$ cat src/rtl/mul_issue_hilo.sv
// Issue/retire stage around the sequential 32x32 multiplier: one multiply in
// flight at a time, product committed into architectural HI/LO on done.
module mul_issue_hilo #(
    parameter int TIMEOUT_CYCLES = 48,
    parameter int CNT_W          = 6
) (
    input  logic        clk,
    input  logic        reset,
    input  logic        i_req_valid,
    output logic        o_req_ready,
    input  logic        i_req_signed,
    input  logic [31:0] i_req_a,
    input  logic [31:0] i_req_b,
    input  logic        i_flush,
    input  logic        i_wr_hi,
    input  logic        i_wr_lo,
    input  logic [31:0] i_wr_data,
    output logic        o_mul_start,
    output logic        o_mul_is_signed,
    output logic [31:0] o_mul_op_a,
    output logic [31:0] o_mul_op_b,
    input  logic        i_mul_busy,
    input  logic        i_mul_done,
    input  logic [63:0] i_mul_product,
    output logic [31:0] o_hi,
    output logic [31:0] o_lo,
    output logic        o_hilo_valid,
    output logic        o_res_done,
    output logic        o_timeout
);

    // state  | meaning
    // IDLE   | HI/LO valid, request and mthi/mtlo accepted
    // LAUNCH | start pulse to the multiplier (suppressed by flush)
    // WAIT   | multiplier running, product commits on done
    // DRAIN  | flushed, waiting for done to discard the product
    typedef enum logic [1:0] {
        S_IDLE   = 2'd0,
        S_LAUNCH = 2'd1,
        S_WAIT   = 2'd2,
        S_DRAIN  = 2'd3
    } state_t;

    localparam logic [CNT_W-1:0] TC = CNT_W'(TIMEOUT_CYCLES);

    state_t           r_state;
    state_t           w_next;
    logic [CNT_W-1:0] r_cnt;
    logic [31:0]      r_hi;
    logic [31:0]      r_lo;
    logic [31:0]      r_op_a;
    logic [31:0]      r_op_b;
    logic             r_is_signed;
    logic             r_res_done;
    logic             w_accept;
    logic             w_running;
    logic             w_expired;
    logic             w_commit;

    assign w_accept  = (r_state == S_IDLE) && i_req_valid && !i_flush;
    assign w_running = (r_state == S_WAIT) || (r_state == S_DRAIN);
    // done on the expiry cycle still counts as a normal completion
    assign w_expired = w_running && (r_cnt == TC) && !i_mul_done;
    assign w_commit  = (r_state == S_WAIT) && i_mul_done;

    always_ff @(posedge clk) begin
        if (reset) begin
            r_state <= S_IDLE;
        end else begin
            r_state <= w_next;
        end
    end

    always_comb begin
        w_next = r_state;
        unique case (r_state)
            S_IDLE: begin
                if (w_accept) begin
                    w_next = S_LAUNCH;
                end
            end
            S_LAUNCH: begin
                w_next = i_flush ? S_IDLE : S_WAIT;
            end
            S_WAIT: begin
                if (i_mul_done || w_expired) begin
                    w_next = S_IDLE;
                end else if (i_flush) begin
                    w_next = S_DRAIN;
                end
            end
            S_DRAIN: begin
                if (i_mul_done || w_expired) begin
                    w_next = S_IDLE;
                end
            end
            default: w_next = S_IDLE;
        endcase
    end

    always_comb begin
        o_req_ready  = 1'b0;
        o_hilo_valid = 1'b1;
        o_mul_start  = 1'b0;
        o_timeout    = 1'b0;
        if (!reset) begin
            o_req_ready  = (r_state == S_IDLE);
            o_hilo_valid = (r_state == S_IDLE);
            o_mul_start  = (r_state == S_LAUNCH) && !i_flush;
            o_timeout    = w_expired;
        end
    end

    assign o_res_done = r_res_done && !reset;

    // cleared during LAUNCH so the first WAIT cycle reads zero
    always_ff @(posedge clk) begin
        if (reset) begin
            r_cnt <= '0;
        end else if (r_state == S_LAUNCH) begin
            r_cnt <= '0;
        end else if (w_running) begin
            r_cnt <= r_cnt + 1'b1;
        end
    end

    always_ff @(posedge clk) begin
        if (reset) begin
            r_hi        <= '0;
            r_lo        <= '0;
            r_op_a      <= '0;
            r_op_b      <= '0;
            r_is_signed <= 1'b0;
            r_res_done  <= 1'b0;
        end else begin
            r_res_done <= w_commit;
            if (w_accept) begin
                r_op_a      <= i_req_a;
                r_op_b      <= i_req_b;
                r_is_signed <= i_req_signed;
            end
            if (w_commit) begin
                r_hi <= i_mul_product[63:32];
                r_lo <= i_mul_product[31:0];
            end else if (r_state == S_IDLE) begin
                if (i_wr_hi) begin
                    r_hi <= i_wr_data;
                end
                if (i_wr_lo) begin
                    r_lo <= i_wr_data;
                end
            end
        end
    end

    assign o_hi            = r_hi;
    assign o_lo            = r_lo;
    assign o_mul_op_a      = r_op_a;
    assign o_mul_op_b      = r_op_b;
    assign o_mul_is_signed = r_is_signed;

    // a stale busy in LAUNCH is tolerated; start is issued regardless
    cover property (@(posedge clk) disable iff (reset) (r_state == S_LAUNCH) && i_mul_busy);

endmodule

$ cat config.mk
export PLATFORM = sky130hd
export DESIGN_NAME = mul_issue_hilo
export DESIGN_NICKNAME = d
export VERILOG_FILES = /design/src/rtl/mul_issue_hilo.sv
export SDC_FILE = /design/constraint.sdc
export NUM_CORES = 1
export LEC_CHECK = 0
export BUFFER_PORTS_ARGS = -buffer_cell sky130_fd_sc_hd__buf_2
export CORE_ASPECT_RATIO = 0.75
export CORE_UTILIZATION = 40
export CTS_CLUSTER_SIZE = 8
export DETAILED_ROUTE_END_ITERATION = 16
export GPL_ROUTABILITY_DRIVEN = 1
export PLACE_DENSITY = 0.73
export SYNTH_ARGS = -nofsm -noshare
export SYNTH_HDL_FRONTEND = slang
export SYNTH_SLANG_ARGS = --single-unit
export TNS_END_PERCENT = 50
$ cat constraint.sdc
create_clock -name clk -period 3.1 [get_ports clk]
set_clock_uncertainty 0.2 [all_clocks]
set_input_delay 0.155 -clock clk [delete_from_list [all_inputs] [get_ports clk]]
set_output_delay 0.155 -clock clk [all_outputs]
set_load 0.005 [all_outputs]
### Word level (Yosys, flattened, before mapping)

Cells that the tools add are included.

* bits in registers: 138
* output and inout port bits: 134
* word-level logic and storage cells: 52
* input port bits: 169

* muxes and demuxes: 16
* reduce and logical (&&, ||, !) cells: 20
* eq/ne operators: 7
* $add $sub $neg: 1

Operators with widths (count)
* $mux W32: 6
* $mux W2: 5
* $pmux W2 S4: 1
* $logic_and A1 B1 Y1: 7
* $add A6 B1 Y6 const B: 1
* $eq A6 B6 Y1 const B: 1
* $reduce_bool A2 Y1: 3
* $eq A2 B2 Y1 const B: 2
* $mux W1: 4
* $reduce_and A2 Y1: 2
* $logic_not A1 Y1: 3
* $ne A3 B2 Y1 const B: 1
* $reduce_and A3 Y1: 1
* $eq A2 B1 Y1 const B: 1
* $logic_not A2 Y1: 1
* $logic_or A1 B1 Y1: 2
* $ne A2 B1 Y1 const B: 1
* $ne A2 B2 Y1 const B: 1
* $reduce_or A2 Y1: 1

### Longest topological paths before layout

* depth after elaboration: 7
* depth in mapped cells: 6
* depth with buffers taken out: 4

### Worst setup path before layout

OpenSTA, ideal clock, no wires.

* path type: reg-to-reg
* start: register r_state[1]
* end: register r_hi[11] (netlist: o_hi[11])
* path slack: 1.527 ns
* data arrival time: 1.241 ns
* required time: 2.768 ns
* period minus slack after synthesis: 1.573 ns
* cell stages (with the launch flop): 7
* setup time: 0.132 ns
* path buffers: 3
* path through: dfxtp_1 > buf_6 > or3b_1 > buf_2 > buf_6 > o22ai_1 > nor3_1

* longest elaborated chain between the ends: 4
* elaborated cells between the ends (all ways): 7
* those cells by class: eq/ne: 1; mux: 1; reduce/logical: 5

Ends and longest elaborated chain
* start, declared: RTL line 46 `state_t r_state;`
* start signal, assigned: RTL line 70 `r_state <= w_next;`
* $eq A2 B2 Y1: RTL line 64 `assign w_commit = (r_state == S_WAIT) && i_mul_done;`
* $logic_and A1 B1 Y1: RTL line 64
* $reduce_bool A2 Y1 (no source line)
* $reduce_and A2 Y1 (no source line)
* end signal, assigned: RTL line 143 `r_hi <= i_mul_product[63:32];`
* end signal, assigned: RTL line 147 `r_hi <= i_wr_data;`
* end, declared: RTL line 49 `logic [31:0] r_hi;`

Several ways; a longest one is shown, not always the timed one.
A chain may end at the register's enable or synchronous reset.

### Worst setup path in the final report

* start: register r_state[0]
* end: register r_lo[24] (netlist: o_lo[24])

* longest elaborated chain between the ends: 4
* elaborated cells between the ends (all ways): 7
* those cells by class: eq/ne: 1; mux: 1; reduce/logical: 5

Ends and longest elaborated chain
* $eq A2 B2 Y1: RTL line 64
* $logic_and A1 B1 Y1: RTL line 64
* $reduce_bool A2 Y1 (no source line)
* $reduce_and A2 Y1 (no source line)
* end signal, assigned: RTL line 144 `r_lo <= i_mul_product[31:0];`
* end signal, assigned: RTL line 150 `r_lo <= i_wr_data;`
* end, declared: RTL line 50 `logic [31:0] r_lo;`

Several ways; a longest one is shown, not always the timed one.

==> metrics.txt <==
r2r setup slk ~0.37 ns; CTS sink count 138; die area approximately 14000 um2; Internal Power about 3.5 mW; Tcrit/Tclk final 88.1%; RSZ-0062 raised after global routing false; area grow syn2layout 72.3%; Tot Pwr around 4.7 mW; status finished, final reports clean; initial antenna violation count 0; Final Util between 70% and 80%; Post CTS Setup Buffer Count 0; r2r endpoint o_lo[24]; FF+latch count, synth 138; gr usage total 28.6%; relative slew slack 47.6%; placed cell count 1088; Critical Path, Cell by Cell and3b_2 -> buf_4 -> a21oi_1 -> a21oi_1 -> dlygate4sd3_1; critical path depth in cells 5; slowest stage cell on the critical path and3b_2; WL final 21100 um; initial core utilization 41.6%; sequential power share 40.9%; Comb power frac 16.8%; PwrDens around 500 nW/um2; minimum clock period 2.73 ns; IO buf count between 300 and 400; DRC 0; hold path startpoint reset; Final Hold Vio Count 0; setup violators final 0; Critical Path Sink Type flip-flop; Worst Reg-to-Reg Cells 5; hold worst-path end o_mul_op_a[11]; synthesized net count roughly 830; CP max stage delay between 0.7 and 0.8 ns; startpoint types flip-flop; data required time of the critical path 3.24 ns; CTS root buf clkbuf_16; most common library cell in the layout ignoring fill and taps buf_2; H-tree Lvls 4; Pre-Repair DR Iteration Count 6; routed via count 6744; Synth Area per Inst 8.28 um2; leak pwr 4.37 nW; kind of critical path flip-flop to flip-flop; final instance area 9460 um2; Setup WS post-layout between 0.3 and 0.4 ns; Synth Instances around 660; IO Count 303; Worst R2R Start r_state[0]; Inserted Clock Buffers 17; Post-DP HPWL 11500 um; sequential area share after synthesis 50.3%; dpl ws 0.978 ns; ANT nets after route 0; Filler cells 991; die width 137 um; Layout Cells excl Fill 1309; grt total ovfl 0; Avg WL per Cell 16.1 um; most numerous cell on the critical path a21oi_1; first-pass GRT wire length 31500 um; Peak Freq 0.366 GHz; Post-CTS Resized 0; Top delay family on crit path buffers and inverters; Sw Pwr roughly 1.2 mW; placed instance area around 7000 um2; share of cells above drive strength 1 roughly 32%; critical path fanouts, max 34; Clock Latency Late Sink 0.40 ns; largest net degree at the start of global routing 71; synth unique cells 32; arrival time worst endpoint 2.87 ns; commonest cells after routing, fill and taps aside buf_2, dlygate4sd3_1, nand2_1; worst hold path class primary input to flip-flop; n_diodes 0; VDD IR max 397 uV; setup_tns 0 ns; clock tree from TritonCTS yes; Via density 5.15; Clk pwr share 42.3%; Post-CTS Hold Fix Bufs between 150 and 200; Die Y 103 um; Slew @ Worst Pin 0.786 ns; YS warnings 0; max-slew violation count 0; Clock Path Buffers 2; max_cap viols 0; switching share of power roughly a quarter; GPL Wtd Cong 0.806; Critical path buffers and inverters 2; minimum hold slack approximately 0.14 ns; number of cell rows 36; Core Region 13200 um2; number of global-route vias before repair roughly 6600; Synth Cell Area ~5500 um2; initial detailed-routing violation count between 300 and 400; clock-pin slew on the worst setup and hold paths around 0.06 ns; worst hold path depth 3; NumNets Final 1296
-- Yosys cell counts --
| cell | count | share of area (%) |
|---|---|---|
| nand2_1 | 164 | 11 |
| dfxtp_1 | 138 | 50 |
| xnor2_1 | 1 | 0.16 |
| nor3b_2 | 2 | 0.46 |
| nand2b_1 | 1 | 0.11 |
| o2111ai_1 | 1 | 0.16 |
| a211oi_1 | 7 | 0.96 |
| and4_1 | 2 | 0.32 |
| nand3b_1 | 1 | 0.14 |
| a21oi_1 | 123 | 11 |
| o22ai_2 | 16 | 3.6 |
| mux2i_1 | 1 | 0.18 |
| buf_6 | 10 | 2.1 |
| buf_4 | 10 | 1.4 |
| nor4b_2 | 1 | 0.27 |
| and3b_1 | 1 | 0.16 |
| inv_1 | 4 | 0.27 |
| xor2_1 | 3 | 0.48 |
| ha_1 | 2 | 0.46 |
| clkbuf_1 | 18 | 1.2 |
| or3b_1 | 2 | 0.32 |
| or3_1 | 1 | 0.11 |
| o22ai_1 | 17 | 1.9 |
| nand3_1 | 3 | 0.27 |
| nor2_1 | 14 | 0.96 |
| nand4_1 | 2 | 0.23 |
| buf_2 | 22 | 2.0 |
| nor2b_1 | 1 | 0.11 |
| or4b_4 | 1 | 0.25 |
| o21bai_1 | 1 | 0.14 |
| o21ai_0 | 27 | 2.5 |
| nor3_1 | 66 | 6.0 |
-- layer usage --
metal / GRT usage [%] / routed length, um / up-vias
met5: 0 / 0 / -
met4: 16.0 / 683 / 0
met1: 31.8 / 8480 / 3140
met2: 49.8 / 10400 / 335
li1: - / - / 3208
met3: 7.89 / 1540 / 61
-- state kept, by name (all words and copies together) (netlist names) --
signal,count
o_hi,32
o_lo,32
o_mul_op_a,32
o_mul_op_b,32
r_cnt,6
r_state,2
o_mul_is_signed,1
r_res_done,1
-- logic make-up (layout without fill, tap and decap cells) --
| family | count (synthesis) | count (layout) | share of synthesized area [%] |
|---|---|---|---|
| simple gates | 262 | 262 | 20.9 |
| xor+xnor | 4 | 4 | 0.638 |
| buf+inv | 64 | 539 | 6.93 |
| fa+ha+maj | 2 | 2 | 0.456 |
| compound gates | 192 | 192 | 20.5 |
| flops | 138 | 138 | 50.3 |
| mux | 1 | 1 | 0.182 |
-- power by group through the flow --
stage                     registers, mW  clock network (mW)  logic [mW]
after floorplan                    1.99                   0       0.279
after global placement             1.97                   0       0.560
after detailed placement           1.98                   0       0.566
after CTS                          1.94                2.04       0.766
after global routing               1.95                2.12       0.864
final                              1.94                2.00       0.797
-- worst register-to-register path: stages, from the launching register on --
cell and delay [ns]:
dfxtp_1 0.49, and3b_2 0.78, buf_4 0.37, a21oi_1 0.08, a21oi_1 0.19, dlygate4sd3_1 0.57
-- worst max-delay path by stage --
stage	endpoint	slack, ns	startpoint
3_3_place_gp	o_hi[17]	1.02	r_state[0]
5_1_grt	o_lo[3]	0.23	r_state[0]
2_1_floorplan	o_hi[11]	1.53	r_state[1]
6_report	o_lo[24]	0.37	r_state[0]
3_5_place_dp	o_hi[17]	0.98	r_state[0]
4_1_cts	o_lo[16]	0.45	r_state[0]
-- layout make-up --
type                       instances  area, um2  share of cell area (%)
clock inverter                    12        140                    1.48
clock buffer                      20        447                    4.72
inverter                           4       15.0                   0.159
tap                              171        214                    2.26
sequential                       138       2760                    29.2
multi-input combinational        461       2370                    25.0
timing repair buffer             503       3510                    37.1
Note: power is estimated with default switching activity, not from simulation.
